--- src/rtl/tetris_draw_pkg.sv ---
// Shared types and constants for the board-region painter: plot modes,
// painter FSM states and VGA coordinate widths.
package tetris_draw_pkg;

  localparam int SCREEN_X_W = 8;
  localparam int SCREEN_Y_W = 7;

  typedef enum logic [1:0] {
    MODE_ALL  = 2'b00,
    MODE_SKIP = 2'b01,
    MODE_FILL = 2'b10
  } mode_e;

  typedef enum logic [2:0] {
    IDLE,
    FETCH0,
    FETCH1,
    DRAW,
    DONE
  } state_e;

  // The reserved encoding 2'b11 behaves as a full redraw.
  function automatic mode_e decode_mode(input logic [1:0] m);
    return (m == 2'b11) ? MODE_ALL : mode_e'(m);
  endfunction

endpackage

--- src/rtl/draw_board_region_if.sv ---
// Request, board-RAM read and VGA plot signals of the region painter.
// The slave modport is the painter; the master side is game FSM + RAM + VGA.
interface draw_board_region_if
  import tetris_draw_pkg::*;
#(
  parameter int ROWS     = 24,
  parameter int COLS     = 10,
  parameter int COLOUR_W = 6,
  parameter int ADDR_W   = $clog2(ROWS * COLS),
  parameter int ROW_W    = $clog2(ROWS)
) ();

  logic                  start;
  logic [1:0]            mode;
  logic [ROW_W-1:0]      row_first;
  logic [ROW_W-1:0]      row_last;
  logic [ADDR_W-1:0]     ram_addr;
  logic [COLOUR_W-1:0]   ram_q;
  logic [SCREEN_X_W-1:0] X;
  logic [SCREEN_Y_W-1:0] Y;
  logic [COLOUR_W-1:0]   colour;
  logic                  plot;
  logic                  busy;
  logic                  done;

  modport master (
    output start, mode, row_first, row_last, ram_q,
    input  ram_addr, X, Y, colour, plot, busy, done
  );

  modport slave (
    input  start, mode, row_first, row_last, ram_q,
    output ram_addr, X, Y, colour, plot, busy, done
  );

endinterface

--- src/rtl/cell_addr.sv ---
// Board RAM address of a cell: row * COLS + col, purely combinational.
module cell_addr #(
  parameter int COLS   = 10,
  parameter int ROW_W  = 5,
  parameter int COL_W  = 4,
  parameter int ADDR_W = 8
) (
  input  logic [ROW_W-1:0]  row,
  input  logic [COL_W-1:0]  col,
  output logic [ADDR_W-1:0] addr
);

  assign addr = ADDR_W'(int'(row) * COLS + int'(col));

endmodule

--- src/rtl/draw_board_region.sv ---
// Rasterises a band of board rows from the board RAM into CELL x CELL
// squares on the VGA plot port, with a start/busy/done handshake.
module draw_board_region
  import tetris_draw_pkg::*;
#(
  parameter int COLS        = 10,
  parameter int ROWS        = 24,
  parameter int HIDDEN_ROWS = 4,
  parameter int CELL_LOG2   = 2,
  parameter int X_ORIGIN    = 60,
  parameter int Y_ORIGIN    = 12,
  parameter int COLOUR_W    = 6,
  parameter int FILL_COLOUR = 0,
  parameter int ADDR_W      = $clog2(ROWS * COLS)
) (
  input  logic               clk,
  input  logic               reset,
  draw_board_region_if.slave bus
);

  localparam int ROW_W = $clog2(ROWS);
  localparam int COL_W = (COLS > 1) ? $clog2(COLS) : 1;
  localparam int PIX_W = 2 * CELL_LOG2;

  localparam logic [ROW_W-1:0] FIRST_VISIBLE = ROW_W'(HIDDEN_ROWS);
  localparam logic [ROW_W-1:0] LAST_ROW      = ROW_W'(ROWS - 1);
  localparam logic [COL_W-1:0] LAST_COL      = COL_W'(COLS - 1);
  localparam logic [PIX_W-1:0] LAST_PIX      = '1;

  if (X_ORIGIN + COLS * (2 ** CELL_LOG2) > 256) begin : g_x_range
    $error("draw_board_region: board does not fit the 8-bit X range");
  end
  if (Y_ORIGIN + (ROWS - HIDDEN_ROWS) * (2 ** CELL_LOG2) > 128) begin : g_y_range
    $error("draw_board_region: board does not fit the 7-bit Y range");
  end

  state_e                state_q, state_d;
  mode_e                 mode_q, mode_d;
  logic [ROW_W-1:0]      row_q, row_d, row_last_q, row_last_d;
  logic [COL_W-1:0]      col_q, col_d;
  logic [PIX_W-1:0]      pix_q, pix_d;
  logic [COLOUR_W-1:0]   cell_q, cell_d;
  logic [SCREEN_X_W-1:0] x_q, x_pix;
  logic [SCREEN_Y_W-1:0] y_q, y_pix;
  logic [COLOUR_W-1:0]   colour_q;

  logic [ROW_W-1:0]      row_first_c, row_last_c;
  logic                  last_cell, drawing;
  logic [CELL_LOG2-1:0]  ox, oy;

  cell_addr #(
    .COLS   (COLS),
    .ROW_W  (ROW_W),
    .COL_W  (COL_W),
    .ADDR_W (ADDR_W)
  ) u_cell_addr (
    .row  (row_q),
    .col  (col_q),
    .addr (bus.ram_addr)
  );

  assign row_first_c = (bus.row_first < FIRST_VISIBLE) ? FIRST_VISIBLE : bus.row_first;
  assign row_last_c  = (bus.row_last > LAST_ROW) ? LAST_ROW : bus.row_last;
  assign last_cell   = (row_q == row_last_q) && (col_q == LAST_COL);

  always_comb begin
    // NOTE: every next-state value defaults to its current value first, so no path can infer a latch.
    state_d    = state_q;
    mode_d     = mode_q;
    row_d      = row_q;
    row_last_d = row_last_q;
    col_d      = col_q;
    pix_d      = pix_q;
    cell_d     = cell_q;

    case (state_q)
      IDLE: begin
        if (bus.start) begin
          mode_d     = decode_mode(bus.mode);
          row_d      = row_first_c;
          row_last_d = row_last_c;
          col_d      = '0;
          pix_d      = '0;
          state_d    = (row_first_c > row_last_c) ? DONE : FETCH0;
        end
      end
      FETCH0: state_d = FETCH1;
      FETCH1: begin
        if (mode_q == MODE_SKIP && bus.ram_q == '0) begin
          col_d   = (col_q == LAST_COL) ? '0 : col_q + 1'b1;
          row_d   = (col_q == LAST_COL) ? row_q + 1'b1 : row_q;
          state_d = last_cell ? DONE : FETCH0;
        end else begin
          cell_d  = (mode_q == MODE_FILL) ? COLOUR_W'(FILL_COLOUR) : bus.ram_q;
          state_d = DRAW;
        end
      end
      DRAW: begin
        pix_d = pix_q + 1'b1;
        if (pix_q == LAST_PIX) begin
          col_d   = (col_q == LAST_COL) ? '0 : col_q + 1'b1;
          row_d   = (col_q == LAST_COL) ? row_q + 1'b1 : row_q;
          state_d = last_cell ? DONE : FETCH0;
        end
      end
      DONE:    state_d = IDLE;
      default: state_d = IDLE;
    endcase
  end

  // Pixel offsets within the cell: ox runs fastest along the row.
  assign ox      = pix_q[CELL_LOG2-1:0];
  assign oy      = pix_q[PIX_W-1:CELL_LOG2];
  assign x_pix   = SCREEN_X_W'(X_ORIGIN + (int'(col_q) << CELL_LOG2) + int'(ox));
  assign y_pix   = SCREEN_Y_W'(Y_ORIGIN + ((int'(row_q) - HIDDEN_ROWS) << CELL_LOG2) + int'(oy));
  assign drawing = (state_q == DRAW);

  always_ff @(posedge clk) begin
    // NOTE: state updates use non-blocking assignments; reset is synchronous and clears every register.
    if (reset) begin
      state_q    <= IDLE;
      mode_q     <= MODE_ALL;
      row_q      <= '0;
      row_last_q <= '0;
      col_q      <= '0;
      pix_q      <= '0;
      cell_q     <= '0;
      x_q        <= '0;
      y_q        <= '0;
      colour_q   <= '0;
    end else begin
      state_q    <= state_d;
      mode_q     <= mode_d;
      row_q      <= row_d;
      row_last_q <= row_last_d;
      col_q      <= col_d;
      pix_q      <= pix_d;
      cell_q     <= cell_d;
      if (drawing) begin
        x_q      <= x_pix;
        y_q      <= y_pix;
        colour_q <= cell_q;
      end
    end
  end

  assign bus.plot   = drawing;
  assign bus.X      = drawing ? x_pix : x_q;
  assign bus.Y      = drawing ? y_pix : y_q;
  assign bus.colour = drawing ? cell_q : colour_q;
  assign bus.busy   = (state_q == FETCH0) || (state_q == FETCH1) || (state_q == DRAW);
  assign bus.done   = (state_q == DONE);

endmodule

--- src/flat_wrapper.sv ---
// flat-port wrapper written by rule: the top's interface ports become plain ports
module draw_board_region_flat import tetris_draw_pkg::*;
#(
  parameter int COLS        = 10,
  parameter int ROWS        = 24,
  parameter int HIDDEN_ROWS = 4,
  parameter int CELL_LOG2   = 2,
  parameter int X_ORIGIN    = 60,
  parameter int Y_ORIGIN    = 12,
  parameter int COLOUR_W    = 6,
  parameter int FILL_COLOUR = 0,
  parameter int ADDR_W      = $clog2(ROWS * COLS)
)
  (clk, reset, bus_start, bus_mode, bus_row_first, bus_row_last, bus_ram_q, bus_ram_addr, bus_X, bus_Y, bus_colour, bus_plot, bus_busy, bus_done);
  draw_board_region_if #(.ROWS(ROWS), .COLS(COLS), .COLOUR_W(COLOUR_W), .ADDR_W(ADDR_W)) bus_i ();
  input  logic clk;
  input  logic reset;
  input wire logic [$bits(bus_i.start)-1:0] bus_start;
  input wire logic [$bits(bus_i.mode)-1:0] bus_mode;
  input wire logic [$bits(bus_i.row_first)-1:0] bus_row_first;
  input wire logic [$bits(bus_i.row_last)-1:0] bus_row_last;
  input wire logic [$bits(bus_i.ram_q)-1:0] bus_ram_q;
  output wire logic [$bits(bus_i.ram_addr)-1:0] bus_ram_addr;
  output wire logic [$bits(bus_i.X)-1:0] bus_X;
  output wire logic [$bits(bus_i.Y)-1:0] bus_Y;
  output wire logic [$bits(bus_i.colour)-1:0] bus_colour;
  output wire logic [$bits(bus_i.plot)-1:0] bus_plot;
  output wire logic [$bits(bus_i.busy)-1:0] bus_busy;
  output wire logic [$bits(bus_i.done)-1:0] bus_done;
  assign bus_i.start = bus_start;
  assign bus_i.mode = bus_mode;
  assign bus_i.row_first = bus_row_first;
  assign bus_i.row_last = bus_row_last;
  assign bus_i.ram_q = bus_ram_q;
  assign bus_ram_addr = bus_i.ram_addr;
  assign bus_X = bus_i.X;
  assign bus_Y = bus_i.Y;
  assign bus_colour = bus_i.colour;
  assign bus_plot = bus_i.plot;
  assign bus_busy = bus_i.busy;
  assign bus_done = bus_i.done;
  draw_board_region #(.COLS(COLS), .ROWS(ROWS), .HIDDEN_ROWS(HIDDEN_ROWS), .CELL_LOG2(CELL_LOG2), .X_ORIGIN(X_ORIGIN), .Y_ORIGIN(Y_ORIGIN), .COLOUR_W(COLOUR_W), .FILL_COLOUR(FILL_COLOUR), .ADDR_W(ADDR_W)) u_core (.clk(clk), .reset(reset), .bus(bus_i));
endmodule
--- config.mk ---
export PLATFORM = sky130hd
export DESIGN_NAME = draw_board_region_flat
export DESIGN_NICKNAME = d
export VERILOG_FILES = /design/src/rtl/tetris_draw_pkg.sv /design/src/rtl/draw_board_region_if.sv /design/src/rtl/cell_addr.sv /design/src/rtl/draw_board_region.sv /design/src/flat_wrapper.sv
export SDC_FILE = /design/constraint.sdc
export NUM_CORES = 1
export LEC_CHECK = 0
export ABC_AREA = 1
export BUFFER_PORTS_ARGS = -buffer_cell sky130_fd_sc_hd__buf_2
export CORE_UTILIZATION = 60
export CTS_CLUSTER_SIZE = 30
export DETAILED_ROUTE_END_ITERATION = 8
export HOLD_SLACK_MARGIN = 0.15
export PLACE_DENSITY = 0.95
export SYNTH_ARGS = -nofsm -noshare
export SYNTH_HDL_FRONTEND = slang
export SYNTH_SLANG_ARGS = --single-unit
export TNS_END_PERCENT = 1
--- constraint.sdc ---
create_clock -name clk -period 3.8 [get_ports clk]
set_clock_uncertainty 0.2 [all_clocks]
set_input_delay 0.38 -clock clk [delete_from_list [all_inputs] [get_ports clk]]
set_output_delay 0.38 -clock clk [all_outputs]
set_load 0.1 [all_outputs]
### After elaboration in Yosys (flattened, before gate mapping)

Cells that the tools add are included.

* reduce and logical (&&, ||, !) cells: 13
* order comparisons: 3
* equality and inequality tests: 13
* bitwise operators: 1
* multiplexer cells: 24
* multipliers: 1
* $add $sub $neg: 9

Operators by type and width (count)
* $mux 5: 6
* $mux 4: 4
* $mux 3: 5
* $pmux 5 s3: 1
* $mux 6: 2
* $pmux 3 s4: 1
* $pmux 4 s3: 1
* $add 4x1->4 const B: 2
* $add 8x3->8: 1
* $add 8x5->8: 1
* $eq 4x4->1 const B: 2
* $mux 8: 1
* $pmux 4 s2: 1
* $reduce_and 2->1: 4
* $add 5x7->7 const A: 1
* $add 6x6->7 const A: 1
* $add 7x3->7: 1
* $mul 5x3->7 const B: 1
* $mux 7: 1
* $eq 3x2->1 const B: 2
* $logic_not 6->1: 1
* $add 5x1->5 const B: 1
* $eq 5x5->1: 1
* $gt 5x5->1: 1
* 17 further kinds: 21

* register bits after elaboration: 50
* output and inout port bits: 32
* word-level logic and storage cells: 74
* input port bits: 21

### Logic depth before layout (Yosys ltp)

Gate-level depths: netlist of run 1.

* word-level depth: 6
* gate-level depth with buffers: 13
* gate-level depth less buffers: 13

### Modules after synthesis

From an unflattened synthesis of run 1, not the netlist that was laid out.

* cell total of the unflattened synthesis: 447
* area total of the unflattened synthesis: 3080.5 um2

Modules (own cells, without submodules)
* draw_board_region: sequential area each 1001.0 um2, area an instance 2733.9 um2, cells each 395, instances 1
* cell_addr: sequential area each 0.0 um2, area an instance 346.6 um2, cells each 52, instances 1

### Worst setup path after synthesis of run 1

No wires, ideal clock.

* path type: register to output
* start point: register u_core.row_q[2]
* end point: output bus_Y[6]
* arrival: 3.070 ns
* stages on the path, launching flop included: 7
* buffers on the path: 1
* data required time: 3.220 ns
* slack: 0.150 ns
* cell sequence: dfxtp_1 -> clkbuf_2 -> inv_1 -> ha_1 -> nand2_1 -> xor2_1 -> o21ai_0

* cells in the longest elaborated chain, start to end: 4

RTL lines
* start: declaration: RTL line draw_board_region.sv:39 `logic [ROW_W-1:0] row_q, row_d, row_last_q, row_last_d;`
* start signal: assignment: RTL line draw_board_region.sv:134 `row_q <= row_d;`
* $sub 5x3->5: RTL line draw_board_region.sv:115 `assign y_pix = SCREEN_Y_W'(Y_ORIGIN + ((int'(row_q) - HIDDEN_ROWS) << CELL_LOG2) + int'(oy));`
* $add 5x7->7: RTL line draw_board_region.sv:115
* $add 7x3->7: RTL line draw_board_region.sv:115
* $mux 7: RTL line draw_board_region.sv:149 `assign bus.Y = drawing ? y_pix : y_q;`
* end: declaration: RTL line flat_wrapper.sv:25 `output wire logic [$bits(bus_i.Y)-1:0] bus_Y;`

Every way passes these cells.

### Final worst setup path of run 1

* start point: register u_core.row_q[3]
* end point: output bus_ram_addr[7]

* cells in the longest elaborated chain, start to end: 2

RTL lines
* $mul 5x3->7: RTL line cell_addr.sv:13 `assign addr = ADDR_W'(int'(row) * COLS + int'(col));`
* $add 8x5->8: RTL line cell_addr.sv:13
* end: declaration: RTL line flat_wrapper.sv:23 `output wire logic [$bits(bus_i.ram_addr)-1:0] bus_ram_addr;`

Every way passes these cells.

==> flow_metrics.env, run 1 <==
export IMPL_wl_per_cell_um=12.7
export IMPL_hold_start="bus_ram_q[1]"
export IMPL_clkTransAtPathRegs_ns=0.09
export IMPL_n_antenna_cell=0
export IMPL_synth_edf_count=0
export IMPL_die_x_um=72.8
export IMPL_drtPass1Iterations=5
export IMPL_rows=25
export IMPL_drv_slew=0
export IMPL_syn_num_nets=473
export IMPL_worstSetupStartpointType="flip-flop"
export IMPL_cts_sinks=50
export IMPL_cts_path_max_buffers=2
export IMPL_hold_violations=0
export IMPL_cts_made_buffers=5
export IMPL_syn_inst=427
export IMPL_worst_path_max_fanout=7
export IMPL_hold_path_depth=3
export IMPL_finalCritPeriodShare=0.851
export IMPL_drive_gt1_frac=0.185
export IMPL_max_stage_delay_ns=0.47
export IMPL_grt_pass1_wl_mm=11.0
export IMPL_p_leak_nw=1.81
export IMPL_slowest_stage="dfxtp_1"
export IMPL_final_util=0.708
export IMPL_period_minus_slack_ns=3.23
export IMPL_layout_nets=516
export IMPL_ir_drop_v=0.000677
export IMPL_cts_resized=0
export IMPL_track_usage=0.266
export IMPL_vias=2874
export IMPL_cp_end_kind="output pin"
export IMPL_die_y_um=72.8
export IMPL_worstPathRequired_ns=3.22
export IMPL_synthArstFlopShare=0
export IMPL_worstSetupPathType="flip-flop to output pin"
export IMPL_fmax_mhz=309
export IMPL_cts_root_buf="clkbuf_8"
export IMPL_grt_setup_unrepaired="no"
export IMPL_worstPathCellList="ha_1 > ha_1 > inv_1 > fa_1 > inv_1 > nand2_1 > nor2_1 > xor2_1 > buf_2"
export IMPL_report_final_setup_viol=0
export IMPL_synth_seq_cells=50
export IMPL_arrival_ns=2.65
export IMPL_powerDensity_nw_per_um2=860
export IMPL_vias_per_cell=5.35
export IMPL_postRouteAntennaNets=0
export IMPL_drv_cap=0
export IMPL_initial_core_util=0.629
export IMPL_htree_num_levels=2
export IMPL_synth_ff_type="dfxtp_1"
export IMPL_grt_ovfl_total=0
export IMPL_ys_seq_area_frac=0.333
export IMPL_die_area_um2=5300
export IMPL_min_to="u_core.cell_q[1]"
export IMPL_core_area_um2=4790
export IMPL_r2r_end="u_core.row_q[2]"
export IMPL_reg2reg_slack_ns=1.54
export IMPL_cts_tree="yes"
export IMPL_grt_pass1_vias=2581
export IMPL_reg2reg_from="u_core.state_q[2]"
export IMPL_yosys_cell_types_count=32
export IMPL_post_cts_buffers=0
export IMPL_portBuffers=52
export IMPL_syn_area_per_cell_um2=7.05
export IMPL_synth_warnings=0
export IMPL_relSlewSlack=0.461
export IMPL_grt_max_degree=44
export IMPL_critPathTopFamily="adder cells"
export IMPL_grt_antenna_before_repair=0
export IMPL_area_growth_pct=12.6
export IMPL_routabilityCongestion=0.906
export IMPL_outcome="complete, no violations"
export IMPL_worst_pin_slew_ns=0.808
export IMPL_insertion_delay_ns=0.30
export IMPL_cp_buffers_inverters=3
export IMPL_layout_commonest_cell="nand2_1"
export IMPL_postCtsHoldBufs=0
export IMPL_dr_first_iter_drc_count=253
export IMPL_tns_ns=0
export IMPL_rr_worst_depth=10
export IMPL_dp_hpwl_mm=4.84
export IMPL_routed_wl_mm=6.80
export IMPL_holdCritPathClass="input pin to flip-flop"
export IMPL_final_cell_mix="83 x nand2_1, 58 x inv_1, 52 x buf_2"
export IMPL_syn_cell_area_um2=3010
export IMPL_drc_errors=0
export IMPL_ios=53
[where the power goes]
group          leakage, nW  total [mW]  switching, mW  internal (mW)
sequential           0.407       0.745          0.110          0.635
combinational         1.35        1.80           1.40          0.404
clock               0.0542       0.370          0.176          0.194
total                 1.81        2.91           1.68           1.23
[logic make-up (layout without fill, tap and decap cells)]
group | count (synthesis) | after routing | share of synthesized area
and+or+nand+nor | 178 | 178 | 0.269
AOI/OAI and AO/OA | 81 | 81 | 0.143
buffers and inverters | 78 | 121 | 0.103
xor gates and xnor gates | 15 | 15 | 0.0436
DFF | 50 | 50 | 0.333
adders and majority gates | 25 | 25 | 0.109
[metal layers]
| layer | vias up | track usage | wire (um) |
|---|---|---|---|
| li1 | 1439 | - | - |
| met1 | 1297 | 0.329 | 2950 |
| met2 | 116 | 0.460 | 3310 |
| met3 | 22 | 0.0483 | 374 |
| met4 | 0 | 0.102 | 160 |
| met5 | - | 0 | 0 |
[synthesized netlist by cell type, types with 7 or more instances]
cell      instances  share of area
or2_2            14          0.029
nor2_1           45          0.056
nand3_1          18          0.030
o21ai_0          24          0.040
nand2_1          83           0.10
dfxtp_1          50           0.33
ha_1             23          0.096
xor2_1           13          0.038
inv_1            58          0.072
clkbuf_1         10          0.012
a21oi_1          42          0.070
nor3_1            7          0.012
[area by class of cell]
type,count,area (um^2)
clock buffer,5,68.8
multi-input combinational,299,1700
clock inverter,2,38.8
tap,67,83.8
inverter,61,229
timing repair buffer,53,268
fill,371,1400
sequential,50,1000
[worst min-delay path, delay by kind of cell]
kind | cells | cell delay [ns]
AO/OA/AOI/OAI | 1 | 0.06
buffers and inverters | 1 | 0.11
AND/OR/NAND/NOR | 1 | 0.08
[worst max-delay path by stage]
| stage | from | end | slack [ns] | depth (start not counted) |
|---|---|---|---|---|
| final | u_core.row_q[3] | bus_ram_addr[7] | 0.57 | 9 |
| after global routing | u_core.row_q[2] | bus_ram_addr[7] | 0.38 | 8 |
| after CTS | u_core.row_q[1] | bus_ram_addr[7] | 0.56 | 9 |
| after detailed placement | u_core.row_q[1] | bus_ram_addr[7] | 0.90 | 9 |
| after global placement | u_core.row_q[3] | bus_ram_addr[7] | 1.0 | 9 |
| after floorplan | u_core.row_q[2] | bus_Y[6] | 0.15 | 6 |
[stage by stage]
stage | setup WS [ns] | area, um^2 | cells | power [mW] | hold slack, ns
6_report | 0.567 | 3390 | 537 | 2.91 | 0.170
5_1_grt | 0.384 | 3390 | 537 | 3.09 | 0.164
4_1_cts | 0.560 | 3390 | 537 | 2.91 | 0.151
3_5_place_dp | 0.900 | 3280 | 530 | 2.53 | 0.245
3_3_place_gp | 0.996 | 3280 | 530 | 2.49 | 0.233
2_1_floorplan | 0.150 | 3010 | 427 | 2.27 | 0.225
[registers in the layout, indices dropped and copies added (netlist names)]
signal             cells
u_core.state_q         3
u_core.y_q             7
u_core.row_last_q      5
u_core.row_q           5
u_core.colour_q        6
u_core.pix_q           4
u_core.mode_q          2
u_core.x_q             8
u_core.cell_q          6
u_core.col_q           4
No activity file was read; power rests on OpenSTA's default activity.
==> run 2, diff against run 1 <==
- ABC_AREA: 1 -> default
==> run 2 against run 1 <==
  * Via count down 2.2%
  * Register-to-register slack got worse by 0.22 ns
  * Critical path depth did not move
  * Synthesized cell count shrank 15%
  * Wire length grew 5.0%
  * Clock-buffer cell count rose by 1
  * Critical endpoint unchanged
==> flow_metrics.env, run 2 <==
export IMPL_holdCritPathClass="input pin to flip-flop"
export IMPL_portBuffers=52
export IMPL_report_final_setup_viol=0
export IMPL_worstPathRequired_ns=3.22
export IMPL_fmax_mhz=284
export IMPL_max_stage_delay_ns=0.56
export IMPL_synthArstFlopShare=0
export IMPL_grt_max_degree=35
export IMPL_vias_per_cell=5.90
export IMPL_synth_most_common_cell="nand2_1"
export IMPL_min_to="u_core.cell_q[0]"
export IMPL_rows=25
export IMPL_relSlewSlack=0.350
export IMPL_cts_made_buffers=5
export IMPL_worst_path_max_fanout=9
export IMPL_outcome="complete, no violations"
export IMPL_wl_per_cell_um=15.0
export IMPL_insertion_delay_ns=0.32
export IMPL_layout_commonest_cell="nand2_1"
export IMPL_worst_pin_slew_ns=0.973
export IMPL_yosysTopAreaCellShare=0.336
export IMPL_core_area_um2=4750
export IMPL_hold_start="bus_ram_q[0]"
export IMPL_initial_core_util=0.626
export IMPL_reg2reg_from="u_core.state_q[1]"
export IMPL_synth_seq_cells=50
export IMPL_slowest_stage="dfxtp_1"
export IMPL_drv_slew=0
export IMPL_dp_hpwl_mm=4.74
export IMPL_cts_path_max_buffers=2
export IMPL_hold_path_depth=3
export IMPL_tns_ns=0
export IMPL_worstSetupPathType="flip-flop to output pin"
export IMPL_yosys_top_cells_area="dfxtp_1 34%, ha_1 9.7%, nand2_1 7.6%"
export IMPL_power_mw=1.49
export IMPL_cts_root_buf="clkbuf_8"
export IMPL_place_area_um2=3220
export IMPL_powerDensity_nw_per_um2=441
export IMPL_syn_area_per_cell_um2=8.20
export IMPL_cts_resized=0
export IMPL_syn_cell_area_um2=2980
export IMPL_grt_pass1_wl_mm=11.8
export IMPL_die_x_um=72.4
export IMPL_ios=53
export IMPL_hold_violations=0
export IMPL_postRouteAntennaNets=0
export IMPL_ys_seq_area_frac=0.336
export IMPL_drc_errors=0
export IMPL_arrival_ns=2.94
export IMPL_ir_drop_v=0.000308
export IMPL_drtPass1Iterations=6
export IMPL_cts_sinks=50
export IMPL_routed_wl_mm=7.14
export IMPL_period_minus_slack_ns=3.52
export IMPL_top_regs="u_core.x_q (8), u_core.y_q (7)"
export IMPL_syn_num_nets=409
export IMPL_rr_worst_depth=4
export IMPL_die_y_um=72.4
export IMPL_clkTransAtPathRegs_ns=0.10
export IMPL_r2r_end="u_core.col_q[1]"
export IMPL_layout_nets=455
export IMPL_n_antenna_cell=0
export IMPL_cts_tree="yes"
export IMPL_synth_ff_type="dfxtp_1"
export IMPL_synth_warnings=0
export IMPL_drv_cap=0
export IMPL_largest_reg_flops=8
export IMPL_reg2reg_slack_ns=1.32
export IMPL_worstPathCellList="ha_1 > ha_1 > inv_1 > fa_1 > xnor2_1 > o2111ai_1 > xnor2_1 > xnor2_2 > buf_2"
export IMPL_synth_area_leader_cell="dfxtp_1"
export IMPL_grt_antenna_before_repair=0
export IMPL_p_leak_nw=1.54
export IMPL_grt_setup_unrepaired="no"
export IMPL_dr_first_iter_drc_count=245
export IMPL_finalCritPeriodShare=0.926
export IMPL_track_usage=0.286
export IMPL_syn_inst=363
export IMPL_final_cell_mix="60 x nand2_1, 52 x buf_2, 50 x dfxtp_1"
export IMPL_die_area_um2=5250
export IMPL_grt_ovfl_total=0
export IMPL_area_growth_pct=13.8
export IMPL_synth_cells_most_frequent="60 x nand2_1, 50 x dfxtp_1, 29 x a21oi_1, 23 x ha_1, 21 x and2_1"
export IMPL_grt_pass1_vias=2640
export IMPL_whs_ns=0.158
export IMPL_design_area_um2=3390
export IMPL_worstSetupStartpointType="flip-flop"
export IMPL_cp_end_kind="output pin"
export IMPL_vias=2812
export IMPL_regMostFlops="u_core.x_q"
export IMPL_htree_num_levels=2
export IMPL_drive_gt1_frac=0.176
export IMPL_yosys_cell_types_count=54
export IMPL_synth_edf_count=0
export IMPL_routabilityCongestion=0.855
-- run 2: cell count changes after synthesis, moves of 9 or more --
cell and delta:
inv_1 -38, nor2_1 -26, nand2_1 -23, and2_1 +21
or2_2 -14, a21oi_1 -13, xnor2_1 +11, nand3_1 -9
o21ai_0 -9, xor2_1 -9
-- run 2: repair_timing --
item / in CTS / in global routing
hold buffers: 7 / 0
endpoints found under the hold margin: 6 / 0
endpoints found under the setup margin: 0 / 0
setup buffers: 0 / 0
-- run 2: final cells by class --
cell class	count	area [um^2]
Sequential cell	50	1000
Fill cell	376	1370
Multi-Input combinational cell	271	1780
Timing Repair Buffer	61	345
Inverter	20	75.1
Clock inverter	2	17.5
Tap cell	67	83.8
Clock buffer	6	82.6
-- run 2: through the flow --
step,instances,worst slack (ns),util
after global placement,462,0.764,0.677
after global routing,477,0.159,0.713
after CTS,477,0.308,0.713
final,477,0.280,0.713
after detailed placement,462,0.653,0.677
after floorplan,363,0.134,-
-- run 2: kinds of logic (layout without fill, tap and decap cells) --
| group | after synthesis | in the layout | share of synthesized area |
|---|---|---|---|
| AO/OA/AOI/OAI | 81 | 81 | 0.179 |
| AND/OR/NAND/NOR | 148 | 148 | 0.257 |
| flip-flops | 50 | 50 | 0.336 |
| XOR/XNOR | 17 | 17 | 0.0500 |
| buffers and inverters | 42 | 89 | 0.0673 |
| adder cells (fa/ha/maj) | 25 | 25 | 0.110 |
-- run 2: how the worst max path moves through the flow --
stage,depth (start not counted),end,from,slack [ns]
finish,9,bus_ram_addr[7],u_core.row_q[2],0.28
detailed placement,9,bus_ram_addr[7],u_core.row_q[2],0.65
global route,9,bus_ram_addr[7],u_core.row_q[3],0.16
floorplan,4,bus_Y[5],u_core.row_q[2],0.13
CTS,9,bus_ram_addr[7],u_core.row_q[2],0.31
global placement,9,bus_ram_addr[7],u_core.row_q[2],0.76
-- run 2: power breakdown --
| group | switching (mW) | total (mW) | internal [mW] |
|---|---|---|---|
| Combinational | 0.404 | 0.553 | 0.149 |
| Sequential | 0.0475 | 0.599 | 0.552 |
| Clock | 0.191 | 0.341 | 0.150 |
-- run 2: metal layers --
metal | wire length [um] | up-vias | track usage
li1 | - | 1352 | -
met1 | 3120 | 1312 | 0.351
met2 | 3410 | 123 | 0.477
met3 | 418 | 25 | 0.0583
met4 | 191 | 0 | 0.142
met5 | 0 | - | 0
-- run 2: critical path: cells and delay by family, from the launching register on --
| family | cells | cell delay, ns |
|---|---|---|
| buffers and inverters | 2 | 0.48 |
| xor gates and xnor gates | 3 | 0.65 |
| adders and majority gates | 3 | 0.75 |
| DFF | 1 | 0.56 |
| AOI/OAI and AO/OA | 1 | 0.17 |
